### src/rtl/vga_timing_pkg.sv
// Default 640x480@60 Hz raster timing constants and coordinate type, shared by
// vga_control and the downstream bit generator.
package vga_timing_pkg;

  localparam int COORD_W = 10;
  typedef logic [COORD_W-1:0] coord_t;

  localparam int H_VISIBLE = 640;
  localparam int H_FRONT   = 16;
  localparam int H_SYNC    = 96;
  localparam int H_BACK    = 48;
  localparam int H_TOTAL   = H_VISIBLE + H_FRONT + H_SYNC + H_BACK;

  localparam int V_VISIBLE = 480;
  localparam int V_FRONT   = 10;
  localparam int V_SYNC    = 2;
  localparam int V_BACK    = 33;
  localparam int V_TOTAL   = V_VISIBLE + V_FRONT + V_SYNC + V_BACK;

  localparam int H_SYNC_START = H_VISIBLE + H_FRONT;
  localparam int H_SYNC_END   = H_SYNC_START + H_SYNC;
  localparam int V_SYNC_START = V_VISIBLE + V_FRONT;
  localparam int V_SYNC_END   = V_SYNC_START + V_SYNC;

  // Half-open interval test [lo, hi) on unsigned coordinates.
  function automatic logic in_span(coord_t x, coord_t lo, coord_t hi);
    return (x >= lo) && (x < hi);
  endfunction

endpackage

### src/rtl/vga_control_if.sv
// Raster timing bundle from vga_control to the bit generator / connector.
// frameStart exists only when VGA_FRAME_PULSE_EN is defined.
interface vga_control_if;
  import vga_timing_pkg::*;

  logic   pixTick;
  logic   hSync;
  logic   vSync;
  logic   bright;
  coord_t hCount;
  coord_t vCount;
`ifdef VGA_FRAME_PULSE_EN
  logic   frameStart;

  modport master (output pixTick, output hSync, output vSync, output bright,
                  output hCount, output vCount, output frameStart);
  modport slave  (input pixTick, input hSync, input vSync, input bright,
                  input hCount, input vCount, input frameStart);
`else
  modport master (output pixTick, output hSync, output vSync, output bright,
                  output hCount, output vCount);
  modport slave  (input pixTick, input hSync, input vSync, input bright,
                  input hCount, input vCount);
`endif
endinterface

### src/rtl/pix_tick_gen.sv
// Pixel-rate enable: one-clk pulse every CLK_DIV board clocks, decoded from a
// wrapping phase counter. With CLK_DIV = 1 the pulse is constantly high.
module pix_tick_gen #(
  parameter int CLK_DIV = 2
) (
  input  logic clk,
  input  logic reset,
  output logic pixTick
);

  localparam int CNT_W = (CLK_DIV > 1) ? $clog2(CLK_DIV) : 1;
  localparam logic [CNT_W-1:0] CNT_LAST = CNT_W'(CLK_DIV - 1);

  logic [CNT_W-1:0] r_tick_cnt;

  always_ff @(posedge clk) begin
    if (reset) begin
      r_tick_cnt <= '0;
    end else if (r_tick_cnt == CNT_LAST) begin
      r_tick_cnt <= '0;
    end else begin
      r_tick_cnt <= r_tick_cnt + CNT_W'(1);
    end
  end

  assign pixTick = (r_tick_cnt == CNT_LAST);

endmodule

### src/rtl/vga_control.sv
// VGA raster timing generator: pixel enable, registered hCount/vCount and
// glitch-free registered bright/hSync/vSync. Optional frameStart via VGA_FRAME_PULSE_EN.
module vga_control #(
  parameter int CLK_DIV   = 2,
  parameter int H_VISIBLE = vga_timing_pkg::H_VISIBLE,
  parameter int H_FRONT   = vga_timing_pkg::H_FRONT,
  parameter int H_SYNC    = vga_timing_pkg::H_SYNC,
  parameter int H_BACK    = vga_timing_pkg::H_BACK,
  parameter int V_VISIBLE = vga_timing_pkg::V_VISIBLE,
  parameter int V_FRONT   = vga_timing_pkg::V_FRONT,
  parameter int V_SYNC    = vga_timing_pkg::V_SYNC,
  parameter int V_BACK    = vga_timing_pkg::V_BACK
) (
  input  logic          clk,
  input  logic          reset,
  vga_control_if.master vga
);

  typedef vga_timing_pkg::coord_t coord_t;

  localparam int H_TOT = H_VISIBLE + H_FRONT + H_SYNC + H_BACK;
  localparam int V_TOT = V_VISIBLE + V_FRONT + V_SYNC + V_BACK;

  localparam coord_t H_LAST  = coord_t'(H_TOT - 1);
  localparam coord_t V_LAST  = coord_t'(V_TOT - 1);
  localparam coord_t H_VIS   = coord_t'(H_VISIBLE);
  localparam coord_t V_VIS   = coord_t'(V_VISIBLE);
  localparam coord_t HS_LO   = coord_t'(H_VISIBLE + H_FRONT);
  localparam coord_t HS_HI   = coord_t'(H_VISIBLE + H_FRONT + H_SYNC);
  localparam coord_t VS_LO   = coord_t'(V_VISIBLE + V_FRONT);
  localparam coord_t VS_HI   = coord_t'(V_VISIBLE + V_FRONT + V_SYNC);

  logic   w_pix_tick;
  logic   w_frame_wrap;
  coord_t w_h_nxt;
  coord_t w_v_nxt;
  coord_t r_h;
  coord_t r_v;
  logic   r_bright;
  logic   r_hsync;
  logic   r_vsync;

  pix_tick_gen #(.CLK_DIV(CLK_DIV)) u_pix_tick_gen (
    .clk     (clk),
    .reset   (reset),
    .pixTick (w_pix_tick)
  );

  always_comb begin
    w_h_nxt      = r_h;
    w_v_nxt      = r_v;
    w_frame_wrap = 1'b0;
    if (w_pix_tick) begin
      if (r_h == H_LAST) begin
        w_h_nxt = '0;
        if (r_v == V_LAST) begin
          w_v_nxt      = '0;
          w_frame_wrap = 1'b1;
        end else begin
          w_v_nxt = r_v + coord_t'(1);
        end
      end else begin
        w_h_nxt = r_h + coord_t'(1);
      end
    end
  end

  // Flags decode the next-state coordinates so they land on the same edge as the counters.
  always_ff @(posedge clk) begin
    if (reset) begin
      r_h      <= H_LAST;
      r_v      <= V_LAST;
      r_bright <= 1'b0;
      r_hsync  <= 1'b1;
      r_vsync  <= 1'b1;
    end else begin
      r_h      <= w_h_nxt;
      r_v      <= w_v_nxt;
      r_bright <= (w_h_nxt < H_VIS) && (w_v_nxt < V_VIS);
      r_hsync  <= !vga_timing_pkg::in_span(w_h_nxt, HS_LO, HS_HI);
      r_vsync  <= !vga_timing_pkg::in_span(w_v_nxt, VS_LO, VS_HI);
    end
  end

`ifdef VGA_FRAME_PULSE_EN
  logic r_frame_start;

  always_ff @(posedge clk) begin
    if (reset) begin
      r_frame_start <= 1'b0;
    end else begin
      r_frame_start <= w_frame_wrap;
    end
  end

  assign vga.frameStart = r_frame_start;
`else
  logic w_unused_wrap;
  assign w_unused_wrap = w_frame_wrap;
`endif

  assign vga.pixTick = w_pix_tick;
  assign vga.hCount  = r_h;
  assign vga.vCount  = r_v;
  assign vga.bright  = r_bright;
  assign vga.hSync   = r_hsync;
  assign vga.vSync   = r_vsync;

endmodule
### src/flat_wrapper.sv
// flat-port wrapper written by rule: the top's interface ports become plain ports
module vga_control_flat 
#(
  parameter int CLK_DIV   = 2,
  parameter int H_VISIBLE = vga_timing_pkg::H_VISIBLE,
  parameter int H_FRONT   = vga_timing_pkg::H_FRONT,
  parameter int H_SYNC    = vga_timing_pkg::H_SYNC,
  parameter int H_BACK    = vga_timing_pkg::H_BACK,
  parameter int V_VISIBLE = vga_timing_pkg::V_VISIBLE,
  parameter int V_FRONT   = vga_timing_pkg::V_FRONT,
  parameter int V_SYNC    = vga_timing_pkg::V_SYNC,
  parameter int V_BACK    = vga_timing_pkg::V_BACK
)
  (clk, reset, vga_pixTick, vga_hSync, vga_vSync, vga_bright, vga_hCount, vga_vCount);
  vga_control_if vga_i ();
  input  logic clk;
  input  logic reset;
  output wire logic [$bits(vga_i.pixTick)-1:0] vga_pixTick;
  output wire logic [$bits(vga_i.hSync)-1:0] vga_hSync;
  output wire logic [$bits(vga_i.vSync)-1:0] vga_vSync;
  output wire logic [$bits(vga_i.bright)-1:0] vga_bright;
  output wire logic [$bits(vga_i.hCount)-1:0] vga_hCount;
  output wire logic [$bits(vga_i.vCount)-1:0] vga_vCount;
  assign vga_pixTick = vga_i.pixTick;
  assign vga_hSync = vga_i.hSync;
  assign vga_vSync = vga_i.vSync;
  assign vga_bright = vga_i.bright;
  assign vga_hCount = vga_i.hCount;
  assign vga_vCount = vga_i.vCount;
  vga_control #(.CLK_DIV(CLK_DIV), .H_VISIBLE(H_VISIBLE), .H_FRONT(H_FRONT), .H_SYNC(H_SYNC), .H_BACK(H_BACK), .V_VISIBLE(V_VISIBLE), .V_FRONT(V_FRONT), .V_SYNC(V_SYNC), .V_BACK(V_BACK)) u_core (.clk(clk), .reset(reset), .vga(vga_i));
endmodule
### config.mk
export PLATFORM = sky130hd
export DESIGN_NAME = vga_control_flat
export DESIGN_NICKNAME = d
export VERILOG_FILES = /design/src/rtl/vga_timing_pkg.sv /design/src/rtl/vga_control_if.sv /design/src/rtl/pix_tick_gen.sv /design/src/rtl/vga_control.sv /design/src/flat_wrapper.sv
export SDC_FILE = /design/constraint.sdc
export NUM_CORES = 1
export LEC_CHECK = 0
export ABC_CLOCK_PERIOD_IN_PS = 4400
export CAP_MARGIN = 30
export CORE_ASPECT_RATIO = 2
export CORE_MARGIN = 4
export CORE_UTILIZATION = 30
export DETAILED_ROUTE_END_ITERATION = 7
export RECOVER_POWER = 100
export SETUP_SLACK_MARGIN = 0.02
export SKIP_CTS_REPAIR_TIMING = 1
export SYNTH_ARGS = -nofsm -noshare
export SYNTH_HDL_FRONTEND = slang
export SYNTH_SLANG_ARGS = --single-unit
### constraint.sdc
create_clock -name clk -period 4.4 [get_ports clk]
set_input_delay 0.44 -clock clk [delete_from_list [all_inputs] [get_ports clk]]
set_output_delay 0.44 -clock clk [all_outputs]
set_load 0.005 [all_outputs]
Yosys cells after proc, flatten, opt, wreduce, memory -nomap -nowiden
Index checks and enable logic that the tools add are counted.
{"block": "word_totals", "word_cells": 28, "in_bits": 2, "regBits": 24}
{"block": "classes", "addsub": 3, "n_mux": 5, "n_lt_le_gt_ge": 6, "reduce_logical": 6, "eq_ne": 2}
{"op": "$mux W10", "n": 5}
{"op": "$add A10 B1 Y10 const B", "n": 2}
{"op": "$eq A10 B10 Y1 const B", "n": 2}
{"op": "$lt A10 B10 Y1 const B", "n": 2}
{"op": "$lt A10 B9 Y1 const B", "n": 2}
{"op": "$ge A10 B10 Y1 const B", "n": 1}
{"op": "$ge A10 B9 Y1 const B", "n": 1}
{"op": "$logic_and A1 B1 Y1", "n": 3}
{"op": "$logic_not A1 Y1", "n": 2}
{"op": "$reduce_or A2 Y1", "n": 1}
{"op": "$add A1 B1 Y1 const B", "n": 1}

Longest topological paths before layout
{"block": "logic_depth", "ltp_word": 7, "ltp_mapped": 7, "ltp_nobuf": 7}

By module
A second synthesis with hierarchy kept.
{"block": "hier_totals", "hier_cells": 149, "area_unflattened_um2": 1282.5}
{"mod": "vga_control", "cells_each": 147, "n_inst": 1, "seq_area_each_um2": 460.4, "area_per_inst_um2": 1258.7}
{"mod": "pix_tick_gen", "cells_each": 2, "n_inst": 1, "seq_area_each_um2": 20.0, "area_per_inst_um2": 23.8}

Worst setup path before layout
No wires, ideal clock.
{"block": "synth_timing", "path_type": "register to register", "start": "register u_core.r_h[8] (netlist: u_core.vga.hCount[8])", "end": "register u_core.r_vsync (netlist: u_core.vga.vSync)", "synth_period_minus_slack_ps": 2281, "required_ps": 4270, "path_stages_with_launch": 7, "arrival_time_ps": 2151, "n_path_buf": 1, "setup_slack_ps": 2119, "setup_ps": 130, "cell_sequence": "dfxtp_1 > or3b_4 > or3_1 > clkbuf_2 > or4_4 > a211oi_2 > nand4b_1"}
{"block": "synth_via", "elab_chain_len": 6}
{"element": "start, declared", "line": "vga_control.sv:37", "source": "coord_t r_h;"}
{"element": "start signal, assigned", "line": "vga_control.sv:77", "source": "r_h <= w_h_nxt;"}
{"element": "$eq A10 B10 Y1 *", "line": "vga_control.sv:54", "source": "if (r_h == H_LAST) begin"}
{"element": "$mux W10 *", "line": "vga_control.sv:54"}
{"element": "$mux W10 *", "line": "vga_control.sv:53", "source": "if (w_pix_tick) begin"}
{"element": "$ge A10 B9 Y1 / $lt A10 B9 Y1 (equally long branches)", "line": "vga_timing_pkg.sv:27", "source": "return (x >= lo) && (x < hi);"}
{"element": "$logic_and A1 B1 Y1 *", "line": "vga_timing_pkg.sv:27"}
{"element": "$logic_not A1 Y1 *", "line": "vga_control.sv:81", "source": "r_vsync <= !vga_timing_pkg::in_span(w_v_nxt, VS_LO, VS_HI);"}
{"element": "end signal, assigned", "line": "vga_control.sv:81"}
{"element": "end, declared", "line": "vga_control.sv:41", "source": "logic r_vsync;"}
Every way passes the cells marked *; elsewhere a longest branch is shown, timed or not.
A chain may end at the register's enable or synchronous reset.

Final worst setup path
Same ends and word-level chain as after synthesis.

==> key figures <==
Outcome
  • Status: complete, but fails checks
  • Failing checks: capacitance limit, slew limit

Worst hold path
  • HP Class: flip-flop to flip-flop
  • Hold Crit Depth: 2

Critical path
  • Crit path max fanout: 10
  • R2R setup slack: 1360 ps
  • CP Capture Type: flip-flop
  • Crit path cell chain: or3b_4 > nor4_1 > and2_0 > a221oi_1 > nand4b_1
  • Critical path class: flip-flop to flip-flop
  • Crit path to: u_core.vga.vSync
  • Worst setup SP type: flip-flop
  • Worst Setup SP: u_core.vga.hCount[8]
  • Slowest CP cell: nor4_1
  • WP data arrival: approximately 3200 ps
  • Critical Path RT: 4560 ps
  • R2r worst-path depth: 5
  • R2R Path End: u_core.vga.vSync
  • CP max stage delay: 1400 ps
  • FF-to-FF Start: u_core.vga.hCount[8]

Finish
  • Layout fillers: approximately 440
  • Most common cell after layout, fill and taps aside: dlygate4sd3_1
  • P&R area growth vs syn: 26.98%
  • Fin area: around 1600 sq um
  • Layout cells sized above 1: 5.814%
  • Non-filler cells, final: 223
  • Nets: 178
  • Antenna cells: 0
  • Reg area: a little under 500 sq um
  • Multi-input logic area: roughly 710 sq um
  • Most frequent cells in the layout: dlygate4sd3_1, dfxtp_1, nor2_1

Logic synthesis
  • Synth area leaders: dfxtp_1, nand4_1, xnor2_1, a21oi_1, nand3_1
  • Sequential element share of the synthesized area: approximately two fifths
  • Mapped Nets: approximately 150
  • Mapped cell area: 1247 sq um
  • Mean Syn Cell Area: about 8.4 sq um
  • Yosys top cell area share: roughly two fifths
  • Leading area contributor after synthesis: dfxtp_1
  • Syn Inst Count: roughly 150
  • FF+latch count, synth: 24
  • Synth unique cells: 38
  • Warnings, synthesis: 0

Place
  • Final HPWL DP: ~2600 um
  • Placed Area: approximately 1500 sq um
  • Pre-CTS WS: slightly below 2000 ps
  • Port Buf Inserts: 25
  • Placer Congestion: 0.9507
  • Placed insts: between 200 and 250

STA
  • Slew Viols, Final: 11
  • Slew HR: -16.52%
  • Clock Skew: around 6.6 ps
  • Slew @ Worst Pin: about 1700 ps
  • Final hold violations: 0
  • Final worst path period share: 68.99%
  • # setup viols final: 0
  • Max Clock Freq: around 330 MHz
  • Slack of the critical path: 1365 ps
  • Fin Setup TNS: 0 ps
  • RSZ-0062 raised after global routing: false
  • Fin crit period: 3035 ps

Clock tree
  • CTS max path bufs: 2
  • Worst-Skew Late Latency: between 200 and 300 ps
  • CTS buffer count: 3
  • CTS tree: done
  • Clock tree sinks: 24
  • H-Tree Depth: 1
  • Root Driver: clkbuf_8
  • Clk slew on worst S/H paths: 90 ps

Global routing
  • GRT Util Overall: approximately 15%
  • Initial antenna violation count: 0
  • Vias in the first global route: between 1,000 and 1,500
  • Global routing's busiest layer: met2
  • Met1 usage: around 16%
  • Largest net degree at the start of global routing: 16
  • First-pass GRT wire length: 5851 um
  • Met3 GRT Util: approximately 2.4%
  • Met2 GRT Util: 24.79%
  • GRT overflow: 0

Die
  • Die area: between 5000 and 6000 sq um
  • Core area: ~3900 sq um
  • Chip Width: 53.60 um
  • I/O Pins: 26
  • Initial Util: 31.79%
  • Die Height: between 90 and 100 um
  • # rows: 32

Flow run
  • Max-Cap Viols: 1

Drt
  • Pre-antenna DRT Iters: 4
  • Initial drt markers: 33
  • ANT nets after route: 0
  • Post-DR wirelength/cell: 15.48 um
  • DRC: 0
  • Vias: 1,238
  • Vias/cell: around 5.6
  • Final WL: roughly 3500 um

Power and ir drop
  • Lkg Pwr: a little under 0.6 nW
  • Peak VDD IR: ~0.11 mV
  • Pwr dens: ~340 nW/um^2
-- critical path: cells and delay by family, from the launching register on --
family             cells  cell delay [ps]
and+or+nand+nor        4             2340
DFF                    1              440
AOI/OAI and AO/OA      1              130
-- worst min path at each step --
stage | slack (ps) | end | startpoint
floorplan | 530 | u_core.vga.hCount[1] | u_core.vga.hCount[1]
global placement | 530 | u_core.vga.hCount[1] | u_core.vga.hCount[1]
detailed placement | 560 | u_core.vga.hCount[1] | u_core.vga.hCount[1]
CTS | 590 | u_core.vga.hCount[1] | u_core.vga.hCount[1]
global route | 620 | u_core.vga.hCount[1] | u_core.vga.hCount[1]
finish | 580 | u_core.vga.vCount[8] | u_core.vga.vCount[8]
-- layout make-up --
cell class | count | area share, %
clock buffers | 4 | 3.476
multi-input cells | 113 | 44.94
repair buffers | 25 | 15.80
well taps | 51 | 4.028
flip-flops and latches | 24 | 30.33
inverters | 6 | 1.422
-- synthesized netlist by cell type --
master and n:
a31oi_1 1, nor4_1 4, and2_1 2, o211a_1 1, nand3b_1 1, nor4_2 1
a211oi_1 1, or4_1 1, nand3_1 9, nor3b_1 1, inv_1 6, mux2i_1 2
nand2_1 10, nand4b_1 3, and3_1 1, nor3_1 2, xnor2_1 6, o211ai_1 1
or3_1 5, a221oi_2 1, or2_2 3, o31ai_1 1, xor2_1 1, a211o_1 3
nand2b_1 5, or4_4 1, dfxtp_1 24, a21oi_1 9, o21ai_0 8, nand4_1 10
clkbuf_1 4, ha_1 3, a211oi_2 1, a21o_1 2, or2b_1 1, nor2_1 11
or3b_4 1, clkbuf_2 1
-- sequential cells by signal (all words and copies together) (netlist names) --
signal / count
u_core.vga.vCount: 10
u_core.vga.vSync: 1
u_core.vga.hSync: 1
u_core.vga.bright: 1
u_core.u_pix_tick_gen.pixTick: 1
u_core.vga.hCount: 10
-- routing by layer --
layer  part of all wire [%]  routed length [um]  up-vias
met2                     54                1873       39
met3                    4.1                 140       13
met5                      0                   0        -
met1                     37                1273      593
li1                       -                   -      593
met4                    4.7                 163        0
-- report_power, final --
group          leakage (nW)  switching (mW)  total, mW  internal [mW]
combinational         0.359          0.0645      0.122         0.0579
sequential            0.196          0.0265      0.258          0.232
clock                0.0288          0.0744      0.155         0.0802
total                 0.584           0.165      0.535          0.370
-- kinds of logic (layout without fill, tap and decap cells) --
kind of cell	count (synthesis)	after routing	share of synthesized area [%]
buffers and inverters	11	35	3.409
XOR/XNOR	7	7	4.915
AO/OA/AOI/OAI	29	29	15.45
multiplexers	2	2	1.605
flip-flops	24	24	38.52
adder cells (fa/ha/maj)	3	3	3.009
AND/OR/NAND/NOR	72	72	33.10
-- stage by stage --
stage	total power, mW	hold WS (ps)	util (%)
2_1_floorplan	0.3402	534.1	-
3_3_place_gp	0.3888	529.8	39.29
3_5_place_dp	0.3932	559.7	39.29
4_1_cts	0.5494	587.3	40.69
5_1_grt	0.5668	615.4	40.37
6_report	0.5350	579.9	40.37
(Power assumes the default switching activity.)
